===== config.mk =====
export PLATFORM = sky130hd
export DESIGN_NAME = l1_instr_fetch_refill
export DESIGN_NICKNAME = d
export VERILOG_FILES = /design/src/rtl/l1_instr_fetch_refill.sv
export SDC_FILE = /design/constraint.sdc
export NUM_CORES = 1
export LEC_CHECK = 0
export CAP_MARGIN = 20
export CORE_ASPECT_RATIO = 1.5
export CORE_UTILIZATION = 47
export CTS_CLUSTER_SIZE = 40
export DETAILED_ROUTE_END_ITERATION = 12
export PLACE_DENSITY = 0.81
export RECOVER_POWER = 50
export SLEW_MARGIN = 25
export SYNTH_ARGS = -nofsm -noshare
export SYNTH_HDL_FRONTEND = slang
export SYNTH_SLANG_ARGS = --single-unit

===== constraint.sdc =====
create_clock -name clk -period 3.7 [get_ports clk]
set_input_delay 0.74 -clock clk [delete_from_list [all_inputs] [get_ports clk]]
set_output_delay 0.74 -clock clk [all_outputs]
set_load 0.01 [all_outputs]

===== src/rtl/l1_instr_fetch_refill.sv =====
// Instruction-fetch initiator: looks up the L1, refills a whole aligned line from memory on a miss.
// Optional FETCH_STATS_EN adds saturating hit/miss counters (hit_count, miss_count).
module l1_instr_fetch_refill #(
  parameter int ADDR_W     = 16,
  parameter int DATA_W     = 16,
  parameter int LINE_WORDS = 4
) (
  input  logic              clk,
  input  logic              reset,
`ifdef FETCH_STATS_EN
  output logic [15:0]       hit_count,
  output logic [15:0]       miss_count,
`endif
  input  logic              pc_req_valid,
  input  logic [ADDR_W-1:0] pc_req_addr,
  output logic              pc_req_ready,
  output logic              instr_valid,
  output logic [DATA_W-1:0] instr_data,
  output logic              l1_mode,
  output logic [ADDR_W-1:0] l1_read_addr,
  input  logic [DATA_W-1:0] l1_read_value,
  input  logic              l1_read_hit,
  output logic [ADDR_W-1:0] l1_write_addr,
  output logic [DATA_W-1:0] l1_write_value,
  output logic              mem_req_valid,
  input  logic              mem_req_ready,
  output logic [ADDR_W-1:0] mem_req_addr,
  input  logic              mem_resp_valid,
  input  logic [DATA_W-1:0] mem_resp_data
);

  localparam int CNT_W = (LINE_WORDS > 1) ? $clog2(LINE_WORDS) : 1;
  localparam logic [ADDR_W-1:0] OFS_MASK = ADDR_W'(LINE_WORDS - 1);
  localparam logic [CNT_W-1:0]  LAST_CNT = CNT_W'(LINE_WORDS - 1);

  localparam logic [2:0] IDLE      = 3'd0;
  localparam logic [2:0] LOOKUP    = 3'd1;
  localparam logic [2:0] MISS_REQ  = 3'd2;
  localparam logic [2:0] MISS_WAIT = 3'd3;
  localparam logic [2:0] FILL      = 3'd4;
  localparam logic [2:0] RESP      = 3'd5;

  logic [2:0]        state;
  logic [ADDR_W-1:0] addr_q;
  logic [ADDR_W-1:0] base;
  logic [CNT_W-1:0]  cnt;
  logic [DATA_W-1:0] word_q;
  logic [DATA_W-1:0] crit_q;
  logic [ADDR_W-1:0] cur_addr;
  logic              last_word;

  // Line is aligned, so base + cnt never carries out of the offset bits.
  assign cur_addr  = base + ADDR_W'(cnt);
  assign last_word = (cnt == LAST_CNT);

  assign pc_req_ready   = (state == IDLE) && !reset;
  assign l1_mode        = (state == FILL);
  assign l1_write_addr  = cur_addr;
  assign l1_write_value = word_q;
  assign mem_req_valid  = (state == MISS_REQ);
  assign mem_req_addr   = cur_addr;

  always_ff @(posedge clk or posedge reset) begin
    if (reset) begin
      state        <= IDLE;
      addr_q       <= '0;
      base         <= '0;
      cnt          <= '0;
      word_q       <= '0;
      crit_q       <= '0;
      l1_read_addr <= '0;
      instr_data   <= '0;
      instr_valid  <= 1'b0;
    end else begin
      instr_valid <= 1'b0;
      case (state)
        IDLE: begin
          if (pc_req_valid) begin
            addr_q       <= pc_req_addr;
            l1_read_addr <= pc_req_addr;
            state        <= LOOKUP;
          end
        end
        LOOKUP: begin
          // Hits also go through RESP so both paths share one output register.
          if (l1_read_hit) begin
            crit_q <= l1_read_value;
            state  <= RESP;
          end else begin
            base  <= addr_q & ~OFS_MASK;
            cnt   <= '0;
            state <= MISS_REQ;
          end
        end
        MISS_REQ: begin
          if (mem_req_ready) state <= MISS_WAIT;
        end
        MISS_WAIT: begin
          if (mem_resp_valid) begin
            word_q <= mem_resp_data;
            if (cur_addr == addr_q) crit_q <= mem_resp_data;
            state <= FILL;
          end
        end
        FILL: begin
          if (last_word) begin
            state <= RESP;
          end else begin
            cnt   <= cnt + 1'b1;
            state <= MISS_REQ;
          end
        end
        RESP: begin
          instr_data  <= crit_q;
          instr_valid <= 1'b1;
          state       <= IDLE;
        end
        default: state <= IDLE;
      endcase
    end
  end

`ifdef FETCH_STATS_EN
  function automatic logic [15:0] sat_inc(input logic [15:0] v);
    return (v == 16'hFFFF) ? v : v + 16'd1;
  endfunction

  always_ff @(posedge clk or posedge reset) begin
    if (reset) begin
      hit_count  <= '0;
      miss_count <= '0;
    end else if (state == LOOKUP) begin
      if (l1_read_hit) hit_count  <= sat_inc(hit_count);
      else             miss_count <= sat_inc(miss_count);
    end
  end
`endif

endmodule

==> flow_metrics.env <==
export IMPL_timing_rr_start="state[0]"
export IMPL_cts_made_buffers=9
export IMPL_fin_crit_ps=2810
export IMPL_rsz0062_at_grt="no"
export IMPL_cts_path_max_buffers=2
export IMPL_crit_required_ps=2960
export IMPL_syn_nets=450
export IMPL_fin_skew_ps=5.03
export IMPL_cts_resized=0
export IMPL_wl_um=10100
export IMPL_yosys_area_top_type_share_pct=49.4
export IMPL_post_route_period_util_pct=76.0
export IMPL_status="finished, violations left"
export IMPL_hold_depth=2
export IMPL_cp_end_kind="primary output"
export IMPL_cts_tree="built"
export IMPL_yosysWarnings=0
export IMPL_r2r_slack_ps=1260
export IMPL_clock_sinks=84
export IMPL_multi_input_comb_area_mm2=0.00190
export IMPL_grt_pass1_vias=3374
export IMPL_die_width_um=79.7
export IMPL_synth_largest_area_cell="dfrtp_1"
export IMPL_maxCapViolCount=1
export IMPL_leakage_nw=2.47
export IMPL_path_class="primary input to primary output"
export IMPL_cts_hold_buf=0
export IMPL_hold_path_class="flop to flop"
export IMPL_viasPerCell=5.47
export IMPL_setup_viol=0
export IMPL_htreeDepth=3
export IMPL_core_area_mm2=0.00883
export IMPL_dp_hpwl_um=7150
export IMPL_grt_max_degree=47
export IMPL_max_freq_mhz=355
export IMPL_syn2layout_area_growth_pct=38.7
export IMPL_ys_ff_latch=84
export IMPL_drc_errors=0
export IMPL_cts_setup_buffers=0
export IMPL_fin_setup_tns_ps=0
export IMPL_n_antenna_cell=0
export IMPL_worstRegToRegCells=8
export IMPL_arrival_ps=2070
export IMPL_die_h_um=119
export IMPL_regArea_mm2=0.00210
export IMPL_dieArea_mm2=0.00945
export IMPL_netlist_instances=395
export IMPL_start_util_pct=48.2
export IMPL_drtIter0Drc=126
export IMPL_num_rows=42
export IMPL_nets=568
export IMPL_postSynthAreaPerCell_um2=10.8
export IMPL_grt_usage_pct=22.5
export IMPL_syn_area_mm2=0.00426
export IMPL_r2r_end="crit_q[0]"
export IMPL_drt_wirelength_per_cell_um=16.1
export IMPL_clk_pin_slew_worst_paths_ps=60
export IMPL_dr_pass1_iters=4
export IMPL_hold_start="instr_data[9]"
export IMPL_yosys_top_cells_area="dfrtp_1, mux2_2, nand2_1"
export IMPL_insertion_delay_ps=330
export IMPL_io_buffers=137
export IMPL_slew_violations=39
export IMPL_gp_congestion=0.754
export IMPL_ys_seq_area_share_pct=49.4
export IMPL_ios=138
export IMPL_fillers=684
export IMPL_start_kind="primary input"
export IMPL_whs_endpoint="instr_data[9]"
export IMPL_grt_antenna_before_repair=0
export IMPL_grt_pass1_wl_um=16200
export IMPL_hold_violations=0
export IMPL_layout_drive_gt1_share_pct=14.5
export IMPL_grt_overflow=0
export IMPL_peakVddDrop_mv=0.465
export IMPL_max_slew_margin_pct=-17.6
export IMPL_num_vias=3431
export IMPL_violations="max-capacitance violations, max-slew violations"
export IMPL_finalCoreUtilization_pct=66.9
export IMPL_critical_path_peak_fanout=2
export IMPL_final_antenna_net_count=0
export IMPL_post_synth_num_cell_types=34
export IMPL_root_buffer="clkbuf_16"
export IMPL_worstMarginPinSlew_ps=1750
export IMPL_p_per_area_mw_per_mm2=902
-- worst max-delay path, stage by stage --
cell,delay [ps]
dlygate4sd3_1,570
nor4_1,180
clkdlybuf4s50_1,580
-- power breakdown --
| part | total [mW] | leakage [nW] | switching (mW) | internal (mW) |
|---|---|---|---|---|
| Clock | 0.822 | 0.135 | 0.336 | 0.486 |
| Combinational | 2.73 | 1.36 | 1.16 | 1.56 |
| Sequential | 1.78 | 0.973 | 0.413 | 1.36 |
-- logic make-up after synthesis --
| family | after synthesis | share of synthesized area (%) |
|---|---|---|
| multiplexers | 63 | 16.2 |
| flip-flops | 84 | 49.4 |
| XOR/XNOR | 17 | 3.50 |
| adder cells (fa/ha/maj) | 1 | 0.294 |
| AND/OR/NAND/NOR | 157 | 18.9 |
| AO/OA/AOI/OAI | 27 | 5.64 |
| buffers and inverters | 46 | 6.11 |
-- per-layer routing --
metal | share of wire [%] | routed length, µm | up-vias | global-route usage (%)
met5 | 0 | 0 | - | 0
met2 | 53 | 5350 | 121 | 38.3
li1 | - | - | 1622 | -
met4 | 1.8 | 187 | 0 | 9.43
met1 | 40 | 4070 | 1672 | 26.7
met3 | 5.2 | 522 | 16 | 4.86
-- cell usage after synthesis (all sizes together) --
library cell,number
or4,16
o22ai,4
a21oi,2
a221oi,17
nand2,66
mux2i,17
nor4b,1
clkbuf,11
nand3,18
o21ai,2
xor2,15
o221ai,1
a31oi,1
nand3b,2
clkinv,1
nor2,7
nor3b,3
xnor2,2
ha,1
mux2,46
and3b,1
nor3,18
nor2b,1
inv,4
and2,16
or3b,1
nand2b,3
nor4,4
buf,30
dfrtp,84
-- final cells by class --
| class | instances | share of cell area, % |
|---|---|---|
| multi-input combinational | 265 | 32.1 |
| tap | 110 | 2.33 |
| inverter | 5 | 0.339 |
| sequential | 84 | 35.6 |
| clock buffer | 13 | 4.41 |
| timing repair buffer | 148 | 25.0 |
| clock inverter | 2 | 0.169 |
-- placed cells by master (no fill, tap or decap), types with 4 or more instances in the layout --
master             n
a221oi_1          13
a221oi_2           4
and2_1            16
buf_4              7
clkbuf_1           4
clkbuf_16          9
clkdlybuf4s50_1  124
dfrtp_1           84
dlygate4sd3_1     13
mux2_2            46
mux2i_1           17
nand2_1           66
nand3_1           18
nor2_1             7
nor3_1            18
nor4_1             4
or4_1             16
xor2_1            15
-- flip-flops by register name, summed over array words and instances, names as in the netlist --
| register | cells |
|---|---|
| instr_data | 16 |
| l1_write_value | 16 |
| base | 14 |
| state | 3 |
| crit_q | 16 |
| addr_q | 16 |
| cnt | 2 |
| instr_valid | 1 |
-- through the flow --
stage	power (mW)	instances	hold WS [ps]	setup WS (ps)	cell area [µm²]
3_3_place_gp	4.41	611	457	979	5630
2_1_floorplan	3.37	395	453	795	4260
4_1_cts	5.38	626	476	929	5900
3_5_place_dp	4.52	611	462	876	5630
6_report	5.33	627	463	887	5910
5_1_grt	5.67	627	489	842	5910
-- how the worst max path moves through the flow --
| stage | startpoint | to | depth (start not counted) |
|---|---|---|---|
| after floorplan | reset | addr_q[0] | 1 |
| after global placement | l1_read_hit | crit_q[0] | 6 |
| after detailed placement | l1_read_hit | crit_q[0] | 6 |
| after CTS | state[0] | crit_q[0] | 7 |
| after global routing | reset | pc_req_ready | 3 |
| final | reset | pc_req_ready | 3 |
No activity file was read; power rests on OpenSTA's default activity.
